`src/rtl/read_and_d_loader_pkg.sv`:
```
// Shared widths, reserved addresses, symbol and FSM encodings for the
// run-time loadable short-read / D(i) store.
package read_d_pkg;

    localparam int SYM_W  = 2;
    localparam int D_W    = 8;
    localparam int ADDR_W = 8;
    localparam int WORD_W = SYM_W + D_W;

    // Address 8'hff stands for index -1 and is never written.
    localparam logic [ADDR_W-1:0] ADDR_NEG1 = 8'hff;
    localparam logic [ADDR_W-1:0] MAX_LEN   = 8'd255;

    localparam logic [SYM_W-1:0] SYM_A = 2'b00;
    localparam logic [SYM_W-1:0] SYM_C = 2'b01;
    localparam logic [SYM_W-1:0] SYM_G = 2'b10;
    localparam logic [SYM_W-1:0] SYM_T = 2'b11;

    typedef enum logic [1:0] {
        ST_IDLE = 2'd0,
        ST_LOAD = 2'd1,
        ST_DONE = 2'd2
    } state_t;

    // Store word layout: symbol in the top bits, D(i) in the low byte.
    function automatic logic [WORD_W-1:0] pack_word(input logic [SYM_W-1:0] sym,
                                                    input logic [D_W-1:0] d);
        return {sym, d};
    endfunction

endpackage

```
`src/rtl/read_and_d_loader_if.sv`:
```
// Load stream (valid/ready) and combinational read port of the loader.
interface read_and_d_loader_if;
    import read_d_pkg::*;

    logic              in_valid;
    logic              in_ready;
    logic [SYM_W-1:0]  in_sym;
    logic [D_W-1:0]    in_d;
    logic              in_last;

    logic              ce;
    logic [ADDR_W-1:0] addr;
    logic [D_W-1:0]    d_i;
    logic [SYM_W-1:0]  read_i;

    // Producer of beats and consumer of the read port.
    modport master (
        output in_valid, in_sym, in_d, in_last, ce, addr,
        input  in_ready, d_i, read_i
    );

    // The loader itself.
    modport slave (
        input  in_valid, in_sym, in_d, in_last, ce, addr,
        output in_ready, d_i, read_i
    );
endinterface

```
`src/rtl/read_and_d_loader_ram.sv`:
```
// 256 x 10 store: synchronous write, asynchronous read. Contents survive reset.
module read_d_ram
    import read_d_pkg::*;
(
    input  logic              clk,
    input  logic              we,
    input  logic [ADDR_W-1:0] waddr,
    input  logic [WORD_W-1:0] wdata,
    input  logic [ADDR_W-1:0] raddr,
    output logic [WORD_W-1:0] rdata
);

    logic [WORD_W-1:0] mem [0:(1<<ADDR_W)-1];

    // Write the accepted beat at the accepting edge.
    always_ff @(posedge clk) begin
        if (we) begin
            mem[waddr] <= wdata;
        end
    end

    assign rdata = mem[raddr];

endmodule

```
`src/rtl/read_and_d_loader.sv`:
```
// Streams a short read into the D(i) store and serves the gated read port
// used by the backward-search core once a load has completed.
module read_and_d_loader
    import read_d_pkg::*;
(
    input  logic              clk,
    input  logic              rst,
    input  logic              start,
    output logic              loading,
    output logic              done,
    output logic [ADDR_W-1:0] len,
    output logic              ovf,
    read_and_d_loader_if.slave bus
);

    state_t            state_reg;
    logic [ADDR_W-1:0] wr_cnt_reg;
    logic [ADDR_W-1:0] len_reg;
    logic              ovf_reg;
    logic              in_ready_reg;
    logic              loading_reg;
    logic              done_reg;

    logic              accept;
    logic              room;
    logic              we;
    logic [WORD_W-1:0] rdata;

    // in_ready is registered and equals "state is LOAD", so accept needs no decode.
    assign accept = bus.in_valid & in_ready_reg;
    // Slot 255 is the -1 sentinel; the counter parks there once the store is full.
    assign room   = (wr_cnt_reg != MAX_LEN);
    assign we     = accept & room;

    read_d_ram u_ram (
        .clk   (clk),
        .we    (we),
        .waddr (wr_cnt_reg),
        .wdata (pack_word(bus.in_sym, bus.in_d)),
        .raddr (bus.addr),
        .rdata (rdata)
    );

    // Load FSM with counter, length, overflow flag and registered status outputs.
    always_ff @(posedge clk) begin
        if (rst) begin
            state_reg    <= ST_IDLE;
            wr_cnt_reg   <= '0;
            len_reg      <= '0;
            ovf_reg      <= 1'b0;
            in_ready_reg <= 1'b0;
            loading_reg  <= 1'b0;
            done_reg     <= 1'b0;
        end else begin
            case (state_reg)
                ST_IDLE, ST_DONE: begin
                    if (start) begin
                        state_reg    <= ST_LOAD;
                        wr_cnt_reg   <= '0;
                        len_reg      <= '0;
                        ovf_reg      <= 1'b0;
                        in_ready_reg <= 1'b1;
                        loading_reg  <= 1'b1;
                        done_reg     <= 1'b0;
                    end
                end
                ST_LOAD: begin
                    if (accept) begin
                        if (room) begin
                            wr_cnt_reg <= wr_cnt_reg + 1'b1;
                        end else begin
                            ovf_reg <= 1'b1;
                        end
                        if (bus.in_last) begin
                            len_reg      <= room ? (wr_cnt_reg + 1'b1) : MAX_LEN;
                            state_reg    <= ST_DONE;
                            in_ready_reg <= 1'b0;
                            loading_reg  <= 1'b0;
                            done_reg     <= 1'b1;
                        end
                    end
                end
                default: begin
                    state_reg    <= ST_IDLE;
                    in_ready_reg <= 1'b0;
                    loading_reg  <= 1'b0;
                    done_reg     <= 1'b0;
                end
            endcase
        end
    end

    assign bus.in_ready = in_ready_reg;
    assign loading      = loading_reg;
    assign done         = done_reg;
    assign len          = len_reg;
    assign ovf          = ovf_reg;

    // Read port is live only in DONE, with ce set, and never for the -1 address.
    logic port_open;
    assign port_open  = bus.ce & done_reg & (bus.addr != ADDR_NEG1);
    assign bus.d_i    = port_open ? rdata[D_W-1:0] : '0;
    assign bus.read_i = port_open ? rdata[WORD_W-1:D_W] : '0;

endmodule

```
`src/flat_wrapper.sv`:
```
// flat-port wrapper written by rule: the top's interface ports become plain ports
module read_and_d_loader_flat import read_d_pkg::*;
  (clk, rst, start, loading, done, len, ovf, bus_in_valid, bus_in_sym, bus_in_d, bus_in_last, bus_ce, bus_addr, bus_in_ready, bus_d_i, bus_read_i);
  read_and_d_loader_if bus_i ();
  input  logic clk;
  input  logic rst;
  input  logic start;
  output logic loading;
  output logic done;
  output logic [ADDR_W-1:0] len;
  output logic ovf;
  input wire logic [$bits(bus_i.in_valid)-1:0] bus_in_valid;
  input wire logic [$bits(bus_i.in_sym)-1:0] bus_in_sym;
  input wire logic [$bits(bus_i.in_d)-1:0] bus_in_d;
  input wire logic [$bits(bus_i.in_last)-1:0] bus_in_last;
  input wire logic [$bits(bus_i.ce)-1:0] bus_ce;
  input wire logic [$bits(bus_i.addr)-1:0] bus_addr;
  output wire logic [$bits(bus_i.in_ready)-1:0] bus_in_ready;
  output wire logic [$bits(bus_i.d_i)-1:0] bus_d_i;
  output wire logic [$bits(bus_i.read_i)-1:0] bus_read_i;
  assign bus_i.in_valid = bus_in_valid;
  assign bus_i.in_sym = bus_in_sym;
  assign bus_i.in_d = bus_in_d;
  assign bus_i.in_last = bus_in_last;
  assign bus_i.ce = bus_ce;
  assign bus_i.addr = bus_addr;
  assign bus_in_ready = bus_i.in_ready;
  assign bus_d_i = bus_i.d_i;
  assign bus_read_i = bus_i.read_i;
  read_and_d_loader u_core (.clk(clk), .rst(rst), .start(start), .loading(loading), .done(done), .len(len), .ovf(ovf), .bus(bus_i));
endmodule
```
`config.mk`:
```
export PLATFORM = sky130hd
export DESIGN_NAME = read_and_d_loader_flat
export DESIGN_NICKNAME = d
export VERILOG_FILES = /design/src/rtl/read_and_d_loader_pkg.sv /design/src/rtl/read_and_d_loader_if.sv /design/src/rtl/read_and_d_loader_ram.sv /design/src/rtl/read_and_d_loader.sv /design/src/flat_wrapper.sv
export SDC_FILE = /design/constraint.sdc
export NUM_CORES = 2
export LEC_CHECK = 0
export BUFFER_PORTS_ARGS = -buffer_cell sky130_fd_sc_hd__buf_4
export CAP_MARGIN = 20
export CORE_MARGIN = 2
export CORE_UTILIZATION = 45
export DETAILED_ROUTE_END_ITERATION = 8
export GPL_ROUTABILITY_DRIVEN = 0
export PLACE_DENSITY_LB_ADDON = 0.3
export SLEW_MARGIN = 30
export SYNTH_ARGS = -nofsm -noshare
export SYNTH_HDL_FRONTEND = slang
export SYNTH_SLANG_ARGS = --single-unit
```
`constraint.sdc`:
```
create_clock -name clk -period 3.3 [get_ports clk]
set_clock_uncertainty 0.05 [all_clocks]
set_input_delay 0.165 -clock clk [delete_from_list [all_inputs] [get_ports clk]]
set_output_delay 0.165 -clock clk [all_outputs]
set_load 0.02 [all_outputs]
```
==> flow_summary.json <==
{
  "run_status": "finished, violations left",
  "violations": "setup timing",
  "nFillCells": 17000,
  "synth_top_cell_by_area": "edfxtp_1",
  "critPathKind": "reg -> out",
  "drive_above_1_share": 0.314,
  "clock_path_buffers": 4,
  "ys_top_cells_by_area": "edfxtp_1 76%, mux4_2 12%, mux2i_1 3.5%",
  "finalSetupViolations": 10,
  "die_h_um": 477,
  "rsz0062_at_grt": "true",
  "min_path_type": "in -> reg",
  "overflow": 0,
  "nNetsFinal": 5628,
  "start_util": 0.453,
  "synth_compound_area_frac": 0.0336,
  "synth_area_mm2": 0.101,
  "drv_cap": 0,
  "syn_avg_cell_area_um2": 20.9,
  "place_area_mm2": 0.110,
  "synth_top_family_by_area": "multiplexers",
  "synth_cells": 4820,
  "cts_tree": "yes",
  "hold_viol_final": 0,
  "vias_per_cell": 6.08,
  "powerDensity_mw_per_mm2": 583,
  "ys_seq_area_frac": 0.768,
  "dieArea_mm2": 0.227,
  "drt_first_pass_iters": 6,
  "worst_setup_hold_path_clk_slew_ns": 0.06,
  "muxShareOfSynthArea": 0.155,
  "start_kind": "flop",
  "largest_reg_flops": 2560,
  "die_w_um": 477,
  "finalCritPeriodShare": 1.09,
  "cp.required_ns": 3.08,
  "ys_warn_count": 0,
  "async_flop_share": 0,
  "synth_ff_type": "edfxtp_1",
  "setup_slack_ns": -0.292,
  "seqCellArea_mm2": 0.0773,
  "clock-root-buffer": "clkbuf_16",
  "arrival_ns": 3.38,
  "cts.htree.levels": 5,
  "grt_max_degree": 124,
  "holdWs_ns": 0.0717,
  "wl_per_cell_um": 31.7,
  "dpl.hpwl_um": 177000,
  "io_buffers": 45,
  "clk_latency_ns": 0.91,
  "multi_input_area_mm2": 0.0223,
  "row_count": 173,
  "wl_um": 278000,
  "area_delta_synth_final_pct": 18.4,
  "antenna_found_initial": 11,
  "netlist.area_leader.share": 0.764,
  "cp-end-kind": "primary output",
  "fmax_ghz": 0.278,
  "synth-seq-cells": 2580,
  "period_minus_slack_ns": 3.59,
  "crit_path_start": "u_core.u_ram.mem[7][7]",
  "r2r-start": "u_core.wr_cnt_reg[0]",
  "numCtsBuffers": 277,
  "relSlewSlack": 0.303,
  "p_leak_nw": 38.9,
  "drt-initial-drc-count": 7010,
  "maxSlewViolCount": 0,
  "final_common_cell": "edfxtp_1",
  "design_area_mm2": 0.119,
  "grt_pass1_wl_um": 395000,
  "r2r_slack_ns": 0.37,
  "synthSimpleGateAreaFrac": 0.0234,
  "synth_edf_count": 2560,
  "vias": 53300,
  "synthXorXnorAreaFrac": 0.000348,
  "core_area_mm2": 0.222,
  "grt_pass1_vias": 53100,
  "placed_cells": 8286,
  "grt_util_all_layers": 0.242,
  "ant_nets": 0,
  "ys_types": 67,
  "layout_common_cells": "2560 x edfxtp_1, 643 x buf_4, 535 x mux4_2",
  "ir_drop_v": 0.000348,
  "synthAdderAreaFrac": 0.000497,
  "io_pins": 46,
  "worstMarginPinSlew_ns": 1.04,
  "finalNonFillerCells": 8763,
  "remaining_drc_errors": 0,
  "worstPathMaxFanout": 1,
  "cts.sinks": 2580,
  "min-delay-start": "rst"
}
==> per-stage QoR <==
step | TNS [ns] | util | total power [mW] | setup WS (ns)
CTS | -2.69 | 0.535 | 69.8 | -0.356
floorplan | 0 | - | 38.5 | 0.730
global route | -2.77 | 0.536 | 71.2 | -0.354
global placement | -3.14 | 0.493 | 40.4 | -1.13
finish | -2.15 | 0.536 | 69.5 | -0.292
detailed placement | -2.04 | 0.494 | 40.5 | -0.445
==> cell families after synthesis <==
family,Yosys count
AND/OR/NAND/NOR,562
AO/OA/AOI/OAI,476
other,1
adder cells (fa/ha/maj),4
buffers and inverters,305
multiplexers,888
XOR/XNOR,4
flip-flops,2580
==> final cells by class <==
cell class / instances / area share
Multi-Input combinational cell: 1944 / 0.187
Clock buffer: 342 / 0.0627
Sequential cell: 2580 / 0.649
Antenna cell: 1 / 0.0000210
Clock inverter: 124 / 0.00837
Timing Repair Buffer: 785 / 0.0613
Tap cell: 2975 / 0.0312
Inverter: 12 / 0.000483
==> routing by layer <==
layer	vias to the layer above	wire length, um	GRT usage
li1	21700	-	-
met1	28200	111000	0.344
met5	-	41	0
met4	6	10700	0.0887
met2	2871	132000	0.379
met3	502	24600	0.0408
==> Yosys cell counts (5+ instances only) <==
library cell     n
edfxtp_1      2560
mux4_2         535
mux2i_1        347
nor2_1         322
clkbuf_1       131
nand2_1        104
o221ai_1        90
a21oi_1         89
o22ai_1         58
o21ai_0         57
buf_2           56
buf_6           55
a221oi_1        51
nand3_1         46
nor3_1          35
a22oi_1         29
dfxtp_1         20
a31oi_1         18
buf_4           18
buf_1           17
o211ai_1        12
a211oi_1        11
nor2b_1         11
and3_1          10
buf_8           10
inv_1            9
a221o_1          8
nor4_1           7
o31ai_1          7
or3_1            7
buf_12           6
o2111ai_1        6
a2111oi_0        5
a32o_1           5
and2_1           5
nand2b_1         5
==> worst paths after layout <==
| path | endpoint | cells after the start |
|---|---|---|
| setup / recovery | bus_d_i[7] | 7 |
| hold / removal | u_core.loading | 3 |
| setup reg to reg | u_core.u_ram.mem[131][7] | 6 |
| hold reg to reg | u_core.len[4] | 2 |
==> repair_timing <==
action	in CTS	in global routing
hold buffers	18	1
gates resized for setup	116	33
pin swaps	30	22
setup buffers	1	0
cloned	0	0
hold endpoints to repair	673	59
setup endpoints to repair	10	10
==> worst max-delay path, cell delays in order, from the launching register on <==
cell	delay, ns
edfxtp_1	0.36
mux4_2	0.48
mux4_2	0.57
a211o_1	0.37
a211oi_2	0.16
buf_4	0.19
o32ai_4	0.14
buf_6	0.18
==> power by group <==
part | leakage [nW] | switching [mW] | internal, mW
clock | 4.15 | 12.3 | 17.2
sequential | 23.2 | 0.00725 | 36.0
combinational | 11.6 | 2.41 | 1.51
total | 38.9 | 14.7 | 54.8
Note: power is estimated with default switching activity, not from simulation.
